[src/rtl/prca_pkg.sv]
// Shared constants and types for the pipelined ripple-carry adder/subtractor.
package prca_pkg;

  localparam int unsigned PRCA_DEF_WIDTH  = 32;
  localparam int unsigned PRCA_DEF_STAGES = 4;

  // Width of the slice each pipeline stage ripples through.
  function automatic int unsigned prca_chunk_width(input int unsigned width,
                                                   input int unsigned stages);
    return (stages == 0) ? width : width / stages;
  endfunction

  // Stage register layout for the default configuration: occupancy, chunk
  // carry, partial sum so far, and the operands still to be consumed.
  typedef struct packed {
    logic                      valid;
    logic                      carry;
    logic [PRCA_DEF_WIDTH-1:0] sum;
    logic [PRCA_DEF_WIDTH-1:0] a;
    logic [PRCA_DEF_WIDTH-1:0] b;
  } prca_stage_t;

endpackage

[src/rtl/rca_chunk.sv]
// Combinational CHUNK-bit ripple-carry adder; also exposes the carry into its
// top bit so the final stage can derive signed overflow.
module rca_chunk
  import prca_pkg::*;
#(
  parameter int unsigned CHUNK = prca_chunk_width(PRCA_DEF_WIDTH, PRCA_DEF_STAGES)
) (
  input  logic [CHUNK-1:0] a,
  input  logic [CHUNK-1:0] b,
  input  logic             cin,
  output logic [CHUNK-1:0] s,
  output logic             cout,
  output logic             cmsb
);

  logic [CHUNK:0] c;

  // Bit-serial ripple: full adder per bit, carry chained upward.
  always_comb begin
    c    = '0;
    s    = '0;
    c[0] = cin;
    for (int i = 0; i < int'(CHUNK); i++) begin
      s[i]   = a[i] ^ b[i] ^ c[i];
      c[i+1] = (a[i] & b[i]) | (a[i] & c[i]) | (b[i] & c[i]);
    end
  end

  assign cout = c[CHUNK];
  assign cmsb = c[CHUNK-1];

endmodule

[src/rtl/pipelined_rca.sv]
// Pipelined ripple-carry adder/subtractor with valid/ready on both sides.
// WIDTH bits are split into STAGES chunks; each stage ripples one chunk and
// registers the partial sum and carry, so the cycle time is one chunk ripple.
// Optional macro PRCA_OVERFLOW_EN adds the out_ovf signed-overflow output.
module pipelined_rca
  import prca_pkg::*;
#(
  parameter int unsigned WIDTH  = PRCA_DEF_WIDTH,
  parameter int unsigned STAGES = PRCA_DEF_STAGES
) (
  input  logic             clk,
  input  logic             rst,
  input  logic             in_valid,
  output logic             in_ready,
  input  logic [WIDTH-1:0] in_a,
  input  logic [WIDTH-1:0] in_b,
  input  logic             in_cin,
  input  logic             in_sub,
  output logic             out_valid,
  input  logic             out_ready,
  output logic [WIDTH-1:0] out_sum,
  output logic             out_cout
`ifdef PRCA_OVERFLOW_EN
  ,
  output logic             out_ovf
`endif
);

  localparam int unsigned CHUNK = prca_chunk_width(WIDTH, STAGES);
  localparam int unsigned LAST  = STAGES - 1;

  // Same layout as prca_stage_t, sized to this instance's WIDTH.
  typedef struct packed {
    logic             valid;
    logic             carry;
    logic [WIDTH-1:0] sum;
    logic [WIDTH-1:0] a;
    logic [WIDTH-1:0] b;
  } stage_t;

  if ((STAGES == 0) || ((WIDTH % STAGES) != 0)) begin : g_bad_cfg
    $fatal(1, "pipelined_rca: WIDTH must be a non-zero multiple of STAGES");
  end

  stage_t [STAGES-1:0] q;
  logic   [STAGES-1:0] v;
  logic   [STAGES-1:0] adv;
  logic   [STAGES-1:0] load;
  logic   [STAGES:0]   room;
  logic   [STAGES-1:0] cmsb;

  // Ready ripples back from out_ready: a stage may take a beat when it is
  // empty or its current occupant is moving on this cycle.
  always_comb begin
    room         = '0;
    adv          = '0;
    load         = '0;
    room[STAGES] = out_ready;
    for (int k = int'(STAGES) - 1; k >= 0; k--) begin
      adv[k]  = v[k] && room[k+1];
      room[k] = !v[k] || adv[k];
    end
    load[0] = in_valid && room[0];
    for (int k = 1; k < int'(STAGES); k++) begin
      load[k] = adv[k-1];
    end
  end

  assign in_ready = room[0];

  for (genvar k = 0; k < int'(STAGES); k++) begin : g_stage
    logic [WIDTH-1:0] a_in;
    logic [WIDTH-1:0] b_in;
    logic [WIDTH-1:0] sum_in;
    logic             c_in;
    logic [CHUNK-1:0] s;
    logic             co;
    stage_t           nxt;
    stage_t           st;

    if (k == 0) begin : g_first
      // Stage 0 sees the raw operands; subtraction inverts B and the carry.
      always_comb begin
        a_in   = in_a;
        b_in   = in_b ^ {WIDTH{in_sub}};
        c_in   = in_cin ^ in_sub;
        sum_in = '0;
      end
    end else begin : g_rest
      // Later stages continue from the previous stage's registers.
      always_comb begin
        a_in   = q[k-1].a;
        b_in   = q[k-1].b;
        c_in   = q[k-1].carry;
        sum_in = q[k-1].sum;
      end
    end

    rca_chunk #(
      .CHUNK (CHUNK)
    ) u_chunk (
      .a    (a_in[k*CHUNK +: CHUNK]),
      .b    (b_in[k*CHUNK +: CHUNK]),
      .cin  (c_in),
      .s    (s),
      .cout (co),
      .cmsb (cmsb[k])
    );

    // Merge this stage's chunk into the travelling partial sum.
    always_comb begin
      nxt                          = '0;
      nxt.valid                    = 1'b1;
      nxt.carry                    = co;
      nxt.sum                      = sum_in;
      nxt.sum[k*CHUNK +: CHUNK]    = s;
      nxt.a                        = a_in;
      nxt.b                        = b_in;
    end

    // Stage register: load on handoff, empty when the occupant leaves.
    always_ff @(posedge clk) begin
      if (rst) begin
        st <= '0;
      end else if (load[k]) begin
        st <= nxt;
      end else if (adv[k]) begin
        st.valid <= 1'b0;
      end
    end

    assign q[k] = st;
    assign v[k] = st.valid;
  end

  assign out_valid = q[LAST].valid;
  assign out_sum   = q[LAST].sum;
  assign out_cout  = q[LAST].carry;

`ifdef PRCA_OVERFLOW_EN
  logic msb_cin_q;

  // Carry into bit WIDTH-1, captured together with the final chunk.
  always_ff @(posedge clk) begin
    if (rst) begin
      msb_cin_q <= 1'b0;
    end else if (load[LAST]) begin
      msb_cin_q <= cmsb[LAST];
    end
  end

  assign out_ovf = msb_cin_q ^ q[LAST].carry;
`endif

  // Operand copies in the final stage and intermediate chunk top-carries have
  // no consumer.
  logic unused_tail;
  assign unused_tail = ^{cmsb, q[LAST].a, q[LAST].b};

endmodule
[config.mk]
export PLATFORM = sky130hd
export DESIGN_NAME = pipelined_rca
export DESIGN_NICKNAME = d
export VERILOG_FILES = /design/src/rtl/prca_pkg.sv /design/src/rtl/rca_chunk.sv /design/src/rtl/pipelined_rca.sv
export SDC_FILE = /design/constraint.sdc
export NUM_CORES = 1
export LEC_CHECK = 0
export ABC_AREA = 1
export BUFFER_PORTS_ARGS = -buffer_cell sky130_fd_sc_hd__buf_2
export CAP_MARGIN = 20
export CORE_ASPECT_RATIO = 1.5
export CORE_MARGIN = 1
export CORE_UTILIZATION = 27
export CTS_CLUSTER_SIZE = 10
export DETAILED_ROUTE_END_ITERATION = 8
export PLACE_DENSITY = 0.5
export SYNTH_ARGS = -nofsm -noshare
export SYNTH_HDL_FRONTEND = slang
export SYNTH_SLANG_ARGS = --single-unit
[constraint.sdc]
create_clock -name clk -period 4 [get_ports clk]
set_input_delay 0.2 -clock clk [delete_from_list [all_inputs] [get_ports clk]]
set_output_delay 0.2 -clock clk [all_outputs]
set_load 0.01 [all_outputs]
==> results_dict.tcl <==
set metrics [dict create \
    synthAdderAreaFrac_pct 8.09 \
    clock_tree.root_cell "clkbuf_16" \
    cts_hold_buffers 0 \
    power_frac_seq_pct 50.1 \
    cts_max_level 4 \
    p_leak_nw 4.02 \
    worst_pin_slew_ps 865 \
    synthCells 1002 \
    antenna_found_initial 0 \
    netlist_top_cells_area "dfxtp_1 (47%), nor2_1 (9.7%), fa_1 (8.1%)" \
    async_flop_share_pct 0 \
    yosysSeqAreaShare_pct 46.5 \
    intPower_mw 2.95 \
    critPathMaxStageDelay_ps 440 \
    grt_overflow 0 \
    cts_buffers 17 \
    startpoint_type "register" \
    critPathSlowestCell "fa_1" \
    yosys_most_used_dff "dfxtp_1" \
    wl_per_cell_um 12.0 \
    row_count 76 \
    yosysTopAreaCell "dfxtp_1" \
    synth.most_common_cell "nor2_1" \
    clkSinkCount 184 \
    drv_cap 0 \
    syn_area_per_cell_um2 7.90 \
    fin_ws_ps 247 \
    maxSlewViolCount 0 \
    rsz0062_at_grt "no" \
    dp_hpwl_mm 12.0 \
    power_mw 3.98 \
    critical_path_class "register to register" \
    ios 105 \
    grt_pass1_vias 5926 \
    clock_latency_ps 430 \
    relSlewSlack_pct 42.2 \
    cts_tree "done" \
    crit_fanout 2 \
    min-delay-start "in_a[12]" \
    start_util_pct 27.5 \
    fin_cells 1461 \
    critical_path_arrival_ps 4120 \
    synth_xor_area_share_pct 3.65 \
    p_comb_share_pct 10.7 \
    gp_congestion 0.693 \
    synthesis.nets 1104 \
    grt_usage_pct 12.3 \
    synth_edf_count 0 \
    synthMuxAreaShare_pct 0 \
    yosysTopAreaCellShare_pct 46.5 \
    ys_top_cells_by_count "nor2_1 (204), dfxtp_1 (184), nand2_1 (113), a21oi_1 (112), nand3_1 (106)" \
    synth_compound_area_share_pct 11.6 \
    yosysWarnings 0 \
    cts_setup_buffers 0 \
    finalWirelength_mm 17.6 \
    fillers 3118 \
    finalHoldViolations 0 \
    grt_first_pass_wirelength_mm 30.0 \
    synth_top_family_by_area "simple AND/OR/NAND/NOR gates" \
    syn2layout_area_growth_pct 16.8 \
    synth-seq-cells 184 \
    synth_cell_types 23 \
    grt_max_degree 116 \
    worstReg2RegStart "g_stage[2].a_in[16]$_SDFFE_PP0P_" \
    die_width_um 142 \
    final_area_mm2 0.00925 \
    ir_drop_mv 0.291 \
    switching_share_pct 25.8 \
    num_antenna_cells 0 \
    crit_path_start "g_stage[2].a_in[16]$_SDFFE_PP0P_" \
    nets 1161 \
    cp_common_cell "fa_1" \
    placedCellCount 1429 \
    placed_area_mm2 0.00867 \
    fin_skew_ps 10.8 \
    power_frac_clock_pct 39.3 \
    drive_gt1_share_pct 14.7 \
    setup_violations 0 \
    critical_path.cell_chain "inv_1, fa_1, inv_1, fa_1, fa_1, fa_1, fa_1, fa_1, fa_1, inv_1, fa_1, nand2_1, nand2_1, nor2_1" \
    synth-simple-area-share_pct 22.6 \
    ant_nets 0 \
    hold_class "input port to register" \
    powerDensity_mw_per_mm2 430 \
    die_area_mm2 0.0300 \
    drt_iter0_markers 303 \
    post-place-ws_ps -12.7 \
    path_clk_slew_ps 70 \
    portBuffers 104 \
    dr.pass1.iters 5 \
    max_freq_mhz 266 \
    vias 6179 \
    cts.path.max_buffers 2 \
    p_switching_mw 1.03 \
    cp.required_ps 4360 \
    netlist_area_mm2 0.00792 \
    drcViolationCount 0 \
    die_y_um 212 \
    cp-end-kind "register" \
    status "complete, no violations" \
    min_period_ps 3750 \
    post_drt_via_cell_ratio 4.23 \
    cts-resized-gates 0 \
    fp.coreArea_mm2 0.0288 \
    final.period_utilization_pct 93.8 \
]
worst max-delay path, delay by kind of cell (launching register included):
family	cells	cell delay (ps)
AND/OR/NAND/NOR	3	200
flip-flops	1	310
adder cells (fa/ha/maj)	8	2980
buffers and inverters	3	200
sequential cells by signal (all words and copies together), names as in the netlist:
name,cells
g_stage.a_in,48
g_stage.b_in,48
g_stage.sum_in,48
out_sum,32
g_stage.st,3
g_stage.c_in,3
out_cout,1
out_valid,1
power by group through the flow:
stage | Combinational, mW | Sequential [mW] | Clock [mW]
CTS | 0.432 | 1.99 | 1.61
floorplan | 0.307 | 2.02 | 0
global placement | 0.423 | 2.03 | 0
detailed placement | 0.431 | 2.03 | 0
global route | 0.497 | 2.00 | 1.69
finish | 0.424 | 1.99 | 1.56
cells by family after synthesis:
kind of cell | count (synthesis)
flops | 184
simple gates | 429
xor+xnor | 33
buf+inv | 141
fa+ha+maj | 32
compound gates | 183
layout make-up:
| type | count | area (um^2) | area share (%) |
|---|---|---|---|
| timing repair buffer | 117 | 653 | 7.06 |
| tap | 390 | 488 | 5.28 |
| clock inverter | 12 | 93.8 | 1.01 |
| clock buffer | 19 | 453 | 4.90 |
| sequential | 184 | 3680 | 39.9 |
| multi-input combinational | 677 | 3640 | 39.4 |
| inverter | 62 | 234 | 2.53 |
stage by stage:
step	hold slack, ps	TNS [ps]	utilization [%]
after floorplan	408	0	-
after detailed placement	451	-12.7	30.1
after CTS	70.2	0	32.0
final	88.4	0	32.1
after global routing	106	0	32.1
after global placement	447	-22.1	30.1
path summary, 6_finish.rpt:
kind | end | slack [ps] | depth (start not counted)
hold reg to reg | g_stage[2].b_in[30]$_SDFFE_PP0P_ | 460 | 2
setup / recovery | g_stage[3].sum_in[23]$_SDFFE_PP0P_ | 250 | 14
setup reg to reg | g_stage[3].sum_in[23]$_SDFFE_PP0P_ | 250 | 14
hold / removal | g_stage[1].a_in[12]$_SDFFE_PP0P_ | 90 | 5
layer usage:
metal	vias up	track usage (%)	share of wire [%]
met5	-	0	0
met4	0	4.67	1.6
met1	2754	17.0	50
met3	16	1.90	3.3
met2	99	19.3	45
li1	3310	-	-
placed cells by master (no fill, tap or decap), types with 2 or more instances in the layout:
cell type   instances
nor2_1            204
dfxtp_1           183
nand2_1           113
a21oi_1           112
nand3_1           106
buf_2             103
o21ai_0            68
inv_1              59
fa_1               32
xnor2_1            29
clkbuf_16          17
buf_4              12
xor2_1              4
clkinv_2            4
o21ai_1             3
clkinv_4            3
inv_6               3
nor2_4              2
nand2_2             2
clkbuf_8            2
clkinvlp_4          2
Power figures use the tool's default switching activity.
